**src/rtl/bsg_fifo_1r1w_mem_ctrl_if.sv**
```systemverilog
// Handshake and memory-port bundle for the 1r1w FIFO memory controller.
// Slave modport is the controller's view; master is the producer/consumer/memory side.
// Parameters must match the controller instance they connect to.
interface bsg_fifo_1r1w_mem_ctrl_if #(
   parameter int width_p = 109,
   parameter int els_p   = 2
);
   localparam int ptr_width_lp = $clog2(els_p);

   // enqueue side
   logic [width_p-1:0]      data_i;
   logic                    v_i;
   logic                    ready_o;
   // dequeue side
   logic [width_p-1:0]      data_o;
   logic                    v_o;
   logic                    yumi_i;
   // memory write port
   logic                    mem_w_v_o;
   logic [ptr_width_lp-1:0] mem_w_addr_o;
   logic [width_p-1:0]      mem_w_data_o;
   // memory read port
   logic                    mem_r_v_o;
   logic [ptr_width_lp-1:0] mem_r_addr_o;
   logic [width_p-1:0]      mem_r_data_i;
   // status
   logic [ptr_width_lp:0]   count_o;
   logic                    error_o;

   modport slave (
      input  data_i, v_i, yumi_i, mem_r_data_i,
      output ready_o, data_o, v_o,
      output mem_w_v_o, mem_w_addr_o, mem_w_data_o,
      output mem_r_v_o, mem_r_addr_o,
      output count_o, error_o
   );

   modport master (
      output data_i, v_i, yumi_i, mem_r_data_i,
      input  ready_o, data_o, v_o,
      input  mem_w_v_o, mem_w_addr_o, mem_w_data_o,
      input  mem_r_v_o, mem_r_addr_o,
      input  count_o, error_o
   );
endinterface

```
**src/rtl/bsg_fifo_1r1w_mem_ctrl.sv**
```systemverilog
// FIFO controller that turns a 1r1w async-read memory into a ready/valid FIFO.
// Latency: an enqueue at edge N is visible on data_o/v_o in cycle N+1 (no bypass).
// Backpressure: ready_o drops only when full (registered state); illegal transfers are dropped and flagged sticky.
module bsg_fifo_1r1w_mem_ctrl #(
   parameter int width_p = 109,
   parameter int els_p   = 2
) (
   input  logic                     clk_i,
   input  logic                     reset_i,
   bsg_fifo_1r1w_mem_ctrl_if.slave  bus
);
   localparam int ptr_width_lp = $clog2(els_p);

   // address bits plus one wrap bit so full and empty are distinguishable
   typedef logic [ptr_width_lp:0] ptr_t;
   localparam ptr_t ptr_one_lp = ptr_t'(1);

   ptr_t wptr_r, rptr_r;
   logic error_r;

   logic empty, full;
   logic ready, valid;
   logic enq, deq;
   logic violation;

   assign empty = (wptr_r == rptr_r);
   assign full  = (wptr_r[ptr_width_lp-1:0] == rptr_r[ptr_width_lp-1:0])
                & (wptr_r[ptr_width_lp] != rptr_r[ptr_width_lp]);

   // Handshake status comes only from registered pointers, never from yumi_i.
   assign ready = ~full  & ~reset_i;
   assign valid = ~empty & ~reset_i;

   assign enq = bus.v_i    & ready;
   assign deq = bus.yumi_i & valid;

   // A producer pushing into a full FIFO or a consumer popping an empty one.
   assign violation = (bus.v_i & ~ready) | (bus.yumi_i & ~valid);

   assign bus.ready_o = ready;
   assign bus.v_o     = valid;
   assign bus.data_o  = bus.mem_r_data_i;

   // Write and read addresses only coincide when empty (read off) or full (write off).
   assign bus.mem_w_v_o    = enq;
   assign bus.mem_w_addr_o = wptr_r[ptr_width_lp-1:0];
   assign bus.mem_w_data_o = bus.data_i;
   assign bus.mem_r_v_o    = valid;
   assign bus.mem_r_addr_o = rptr_r[ptr_width_lp-1:0];

   assign bus.count_o = wptr_r - rptr_r;
   assign bus.error_o = error_r;

   // Pointer advance and sticky error capture; reset overrides any transfer.
   always_ff @(posedge clk_i) begin
      if (reset_i) begin
         wptr_r  <= '0;
         rptr_r  <= '0;
         error_r <= 1'b0;
      end else begin
         if (enq)       wptr_r  <= wptr_r + ptr_one_lp;
         if (deq)       rptr_r  <= rptr_r + ptr_one_lp;
         if (violation) error_r <= 1'b1;
      end
   end
endmodule

```
**src/flat_wrapper.sv**
```systemverilog
// flat-port wrapper written by rule: the top's interface ports become plain ports
module bsg_fifo_1r1w_mem_ctrl_flat 
#(
   parameter int width_p = 109,
   parameter int els_p   = 2
)
  (clk_i, reset_i, bus_data_i, bus_v_i, bus_yumi_i, bus_mem_r_data_i, bus_ready_o, bus_data_o, bus_v_o, bus_mem_w_v_o, bus_mem_w_addr_o, bus_mem_w_data_o, bus_mem_r_v_o, bus_mem_r_addr_o, bus_count_o, bus_error_o);
  bsg_fifo_1r1w_mem_ctrl_if #(.width_p(width_p), .els_p(els_p)) bus_i ();
  input  logic clk_i;
  input  logic reset_i;
  input wire logic [$bits(bus_i.data_i)-1:0] bus_data_i;
  input wire logic [$bits(bus_i.v_i)-1:0] bus_v_i;
  input wire logic [$bits(bus_i.yumi_i)-1:0] bus_yumi_i;
  input wire logic [$bits(bus_i.mem_r_data_i)-1:0] bus_mem_r_data_i;
  output wire logic [$bits(bus_i.ready_o)-1:0] bus_ready_o;
  output wire logic [$bits(bus_i.data_o)-1:0] bus_data_o;
  output wire logic [$bits(bus_i.v_o)-1:0] bus_v_o;
  output wire logic [$bits(bus_i.mem_w_v_o)-1:0] bus_mem_w_v_o;
  output wire logic [$bits(bus_i.mem_w_addr_o)-1:0] bus_mem_w_addr_o;
  output wire logic [$bits(bus_i.mem_w_data_o)-1:0] bus_mem_w_data_o;
  output wire logic [$bits(bus_i.mem_r_v_o)-1:0] bus_mem_r_v_o;
  output wire logic [$bits(bus_i.mem_r_addr_o)-1:0] bus_mem_r_addr_o;
  output wire logic [$bits(bus_i.count_o)-1:0] bus_count_o;
  output wire logic [$bits(bus_i.error_o)-1:0] bus_error_o;
  assign bus_i.data_i = bus_data_i;
  assign bus_i.v_i = bus_v_i;
  assign bus_i.yumi_i = bus_yumi_i;
  assign bus_i.mem_r_data_i = bus_mem_r_data_i;
  assign bus_ready_o = bus_i.ready_o;
  assign bus_data_o = bus_i.data_o;
  assign bus_v_o = bus_i.v_o;
  assign bus_mem_w_v_o = bus_i.mem_w_v_o;
  assign bus_mem_w_addr_o = bus_i.mem_w_addr_o;
  assign bus_mem_w_data_o = bus_i.mem_w_data_o;
  assign bus_mem_r_v_o = bus_i.mem_r_v_o;
  assign bus_mem_r_addr_o = bus_i.mem_r_addr_o;
  assign bus_count_o = bus_i.count_o;
  assign bus_error_o = bus_i.error_o;
  bsg_fifo_1r1w_mem_ctrl #(.width_p(width_p), .els_p(els_p)) u_core (.clk_i(clk_i), .reset_i(reset_i), .bus(bus_i));
endmodule
```
**config.mk**
```make
export PLATFORM = sky130hd
export DESIGN_NAME = bsg_fifo_1r1w_mem_ctrl_flat
export DESIGN_NICKNAME = d
export VERILOG_FILES = /design/src/rtl/bsg_fifo_1r1w_mem_ctrl_if.sv /design/src/rtl/bsg_fifo_1r1w_mem_ctrl.sv /design/src/flat_wrapper.sv
export SDC_FILE = /design/constraint.sdc
export NUM_CORES = 1
export LEC_CHECK = 0
export BUFFER_PORTS_ARGS = -buffer_cell sky130_fd_sc_hd__buf_4
export CAP_MARGIN = 20
export CORE_AREA = 4 4 172 174
export CTS_BUF_LIST = sky130_fd_sc_hd__clkbuf_2 sky130_fd_sc_hd__clkbuf_4 sky130_fd_sc_hd__clkbuf_8
export CTS_CLUSTER_SIZE = 20
export DETAILED_ROUTE_END_ITERATION = 8
export DIE_AREA = 0 0 176 178
export GPL_TIMING_DRIVEN = 0
export PLACE_DENSITY = 0.31
export SYNTH_ARGS = -nofsm -noshare
export SYNTH_HDL_FRONTEND = slang
export SYNTH_SLANG_ARGS = --single-unit
```
**constraint.sdc**
```tcl
create_clock -name clk_i -period 1.3 [get_ports clk_i]
set_input_delay 0.195 -clock clk_i [delete_from_list [all_inputs] [get_ports clk_i]]
set_output_delay 0.195 -clock clk_i [all_outputs]
set_load 0.02 [all_outputs]
```
== Yosys cells after proc, flatten, opt, wreduce, memory -nomap -nowiden ==
Cells that the tools add are included.

* Output and inout bits: 227
* Register bits: 5
* Input bits: 222
* Word-level logic and storage cells: 22

* Add/sub/neg operators: 3
* Equal/unequal tests: 3
* Bitwise logic cells: 13

{| class="wikitable"
|+ Operator list
! cell !! count
|-
| $and 1x1->1 || 7
|-
| $not 1->1 || 5
|-
| $add 2x1->2 const B || 2
|-
| $eq 2x2->1 || 1
|-
| $sub 2x2->2 || 1
|-
| $eq 1x1->1 || 1
|-
| $ne 1x1->1 || 1
|-
| $or 1x1->1 || 1
|}

== Depth between registers and ports, before layout ==
* Depth in word-level cells: 7
* Depth in mapped cells: 6
* Depth with buffers taken out: 5

== Worst setup path after synthesis ==
No wires, ideal clock.

* Kind: flip-flop to output port
* From: register u_core.wptr_r[0]
* To: output port bus_mem_w_v_o
* Data required time: 1,105 ps
* Setup slack: -596 ps
* Arrival: 1,701 ps
* Stages on the path, launching flop included: 6
* Path buffers: 1
* Cells stage by stage: dfxtp_1 > inv_1 > ha_1 > buf_2 > a21oi_1 > and2_1

* Cells in the longest elaborated chain, start to end: 5

{| class="wikitable"
|+ Ends and longest elaborated chain
! item !! RTL line !! source
|-
| start: declaration || bsg_fifo_1r1w_mem_ctrl.sv:18 || <nowiki>ptr_t wptr_r, rptr_r;</nowiki>
|-
| start signal: assignment || bsg_fifo_1r1w_mem_ctrl.sv:61 || <nowiki>if (enq) wptr_r <= wptr_r + ptr_one_lp;</nowiki>
|-
| $eq 1x1->1 || bsg_fifo_1r1w_mem_ctrl.sv:27 || <nowiki>assign full = (wptr_r[ptr_width_lp-1:0] == rptr_r[ptr_width_lp-1:0])</nowiki>
|-
| $and 1x1->1 || bsg_fifo_1r1w_mem_ctrl.sv:28 || <nowiki>& (wptr_r[ptr_width_lp] != rptr_r[ptr_width_lp]);</nowiki>
|-
| $not 1->1 || bsg_fifo_1r1w_mem_ctrl.sv:31 || <nowiki>assign ready = ~full & ~reset_i;</nowiki>
|-
| $and 1x1->1 || bsg_fifo_1r1w_mem_ctrl.sv:31 ||
|-
| named net bus_ready_o || flat_wrapper.sv:15 || <nowiki>output wire logic [$bits(bus_i.ready_o)-1:0] bus_ready_o;</nowiki>
|-
| $and 1x1->1 || bsg_fifo_1r1w_mem_ctrl.sv:34 || <nowiki>assign enq = bus.v_i & ready;</nowiki>
|-
| end: declaration || flat_wrapper.sv:18 || <nowiki>output wire logic [$bits(bus_i.mem_w_v_o)-1:0] bus_mem_w_v_o;</nowiki>
|}

The timed path passes the listed nets, and every way through them passes these cells.

== Final worst setup path ==
* From: register u_core.wptr_r[0]
* To: output port bus_mem_w_v_o

* Cells in the longest elaborated chain, start to end: 5

{| class="wikitable"
|+ Ends and longest elaborated chain
! item !! RTL line
|-
| $eq 1x1->1 || bsg_fifo_1r1w_mem_ctrl.sv:27
|-
| $and 1x1->1 || bsg_fifo_1r1w_mem_ctrl.sv:28
|-
| $not 1->1 || bsg_fifo_1r1w_mem_ctrl.sv:31
|-
| $and 1x1->1 || bsg_fifo_1r1w_mem_ctrl.sv:31
|-
| $and 1x1->1 || bsg_fifo_1r1w_mem_ctrl.sv:34
|}

No other way between the ends.

==> out/qor.txt <==
most frequent cells in the layout = buf_4, nand3_1, buf_6, dfxtp_4
routed vias = 2,302
number of cell rows = 61
reg2reg end = u_core.wptr_r[1]
RePlAce Congestion = 0.664
Final Hold Vio Count = 0
clk_skew = 0.000931 ns
drt pass-1 iters = 4
Power Internal = 0.00192 W
Max Root-Sink Buffers = 2
# IOs = 449
worst slew pin tran = 0.256 ns
CTS sink count = 5
worst min path class = in2reg
Sum Neg Setup Slack = -0.765 ns
Root Driver = clkbuf_8
status = complete, but fails checks
Worst EP arrival = 1.27 ns
CP startpoint kind = flip-flop
fraction of layout cells with a size suffix above 1 = 94.4%
Psw = 0.00146 W
Clk Latency, worst-skew pair = 0.22 ns
Initial Utilization = 7.17%
register bit count reported by yosys = 5
number of global-route vias before repair = 2,365
die area = 0.0313 mm²
crit path buf inv count = 2
Layout area overhead = 121%
Clk pwr share = 9.1%
Synth Instances = 261
Worst R2R Setup Slack = -0.07 ns
unique cell type count in the Yosys netlist = 24
Comb power frac = 81.6%
Filler cells = 3,198
Final Setup Violations = 7
Met2 Wirelength = 6470 µm
final WL = 10,500 µm
Max Cap Viol = 0
Area contributors post-synth = buf_4, dfxtp_1, nand4b_1, a21oi_1, mux2i_1
peak supply drop = 0.222 mV
CP required = 1.11 ns
Num CTS Buffers = 3
Multi-input gate area = 305 µm²
worst path cell trace = inv_4 -> ha_4 -> a21oi_4 -> and2_4 -> buf_6
syn_nets = 484
top cell family by delay on the critical path = flip-flops
Cell Area, Synth = 0.00199 mm²
nets@finish = 727
unrepaired setup endpoints after global routing = yes
switch share = 43.2%
hold depth = 2
CTS Hold Bufs = 0
total number of H-tree levels = 1
DR vias/cell = 2.61
aggregate global routing overflow = 0
Max Used Layer = met4
Flop pwr share = 9.2%
# port buffers = 230
Post-route DRC = 0
crit end category = output port
worst hold start = bus_v_i
commonest non-fill, non-tap cell in the layout = buf_4
DR WL/cell = 12.0 µm
Tcrit/Tclk final = 113%
worst-path maximum fanout = 5
Clock Pin Slew Worst Setup and Hold Paths = 0.04 ns
Setup CP Type = reg2out
PnR worst setup slack = -0.169 ns
wire length on met1 = 2710 µm
Antenna Nets Post-Route = 0
leakage power = 2.40 nW
Tot Pwr = 0.00338 W
Max-slew headroom = 82.9%
first-pass GRT wire length = 13,000 µm
Hold EP = u_core.wptr_r[0]
Reg-to-Reg Start = u_core.wptr_r[0]
Largest stage delay, worst path = 0.35 ns
Reg area = 115 µm²
failing checks = negative setup slack
Die Wd = 176 µm
sequential area share after synthesis = 5.03%
Power Density = 767 mW/mm²
Final Slew Violations = 0
largest net degree at the start of global routing = 11
Ys Warns = 0
Slowest-stage cell, CP = dfxtp_4
CTS tree = done
f_max = 681 MHz
syn avg cell area = 7.63 µm²
r2r worst-path depth = 6
antenna violations before repair = 0
chip height = 178 µm
top cell type by total area after synthesis = buf_4
CORE AREA = 0.0278 mm²
initial drt markers = 24
Tmin final = 1.47 ns
post-detail-place hpwl = 9920 µm
met3 wire len = 1330 µm
diode count = 0
gr usage total = 5.35%
Synth top area share = 82.5%
## per-layer routing
metal / track usage (%) / up-vias
met5: 0 / -
met4: 0.585 / 0
met3: 1.36 / 2
met2: 12.3 / 243
met1: 4.56 / 982
li1: - / 1075
## final cells by class
type / instances / area share, %
repair buffers: 239 / 41.0
flip-flops and latches: 5 / 2.61
well taps: 378 / 10.7
plain buffers: 220 / 37.4
inverters: 2 / 0.227
clock buffers: 4 / 1.11
multi-input cells: 33 / 6.92
## worst max-delay path by stage
stage,cells past startpoint,to,from
finish,5,bus_mem_w_v_o,u_core.wptr_r[0]
global route,5,bus_mem_w_v_o,u_core.wptr_r[0]
CTS,5,bus_mem_w_v_o,u_core.wptr_r[0]
detailed placement,6,bus_mem_w_v_o,u_core.wptr_r[0]
global placement,4,bus_mem_w_v_o,u_core.rptr_r[1]
floorplan,5,bus_mem_w_v_o,u_core.wptr_r[0]
## logic make-up (layout without fill, tap and decap cells)
group / Yosys count / after routing / share of synthesized area, %
adder cells (fa/ha/maj): 1 / 1 / 0.628
AO/OA/AOI/OAI: 8 / 8 / 2.45
XOR/XNOR: 3 / 3 / 1.70
multiplexers: 2 / 2 / 1.01
flip-flops: 5 / 5 / 5.03
AND/OR/NAND/NOR: 19 / 19 / 5.78
buffers and inverters: 223 / 465 / 83.4
## worst register-to-register path: cells and delay by family, from the launching register on
family	cells	cell delay (ns)
buf+inv	3	0.31
compound gates	2	0.40
flops	1	0.35
fa+ha+maj	1	0.24
## power by group through the flow
stage | combinational, W | clock [W] | sequential (W)
6_report | 0.00276 | 0.000309 | 0.000313
2_1_floorplan | 0.00155 | 0 | 0.000333
3_5_place_dp | 0.00252 | 0 | 0.000312
3_3_place_gp | 0.00253 | 0 | 0.000314
4_1_cts | 0.00277 | 0.000326 | 0.000313
5_1_grt | 0.00294 | 0.000332 | 0.000327
## through the flow
stage          area [µm²]  hold slack (ns)  util, %  instances  setup WS, ns
2_1_floorplan        2040            0.300        -        261        -0.102
3_3_place_gp         4240            0.480     15.3        869        -0.138
3_5_place_dp         4240            0.474     15.3        869        -0.127
4_1_cts              4390            0.248     15.8        880        -0.197
5_1_grt              4410            0.257     15.9        881        -0.208
6_report             4410            0.241     15.9        881        -0.169
## repair_timing
action | 4_1_cts | 5_1_grt
gates resized for setup | 11 | 3
setup endpoints to repair | 7 | 9
pin swaps | 6 | 5
setup buffers | 8 | 1
cloned | 0 | 0
## cell usage after synthesis, drive strengths merged
library cell and instances:
a211o 1, dfxtp 5, a31oi 1, and2b 1, nor2 3, buf 221
inv 2, mux2i 2, nand2b 1, ha 1, nor3b 2, a21oi 4
xor2 1, xnor2 2, o21ai 1, nand3 4, and3b 1, o311ai 1
nand4b 3, and2 1, nand4 1, nand2 2
## state kept, by name, summed over array words and instances (netlist names)
signal and flops:
u_core.bus.error_o 1, u_core.rptr_r 2, u_core.wptr_r 2
No activity file was read; power rests on OpenSTA's default activity.
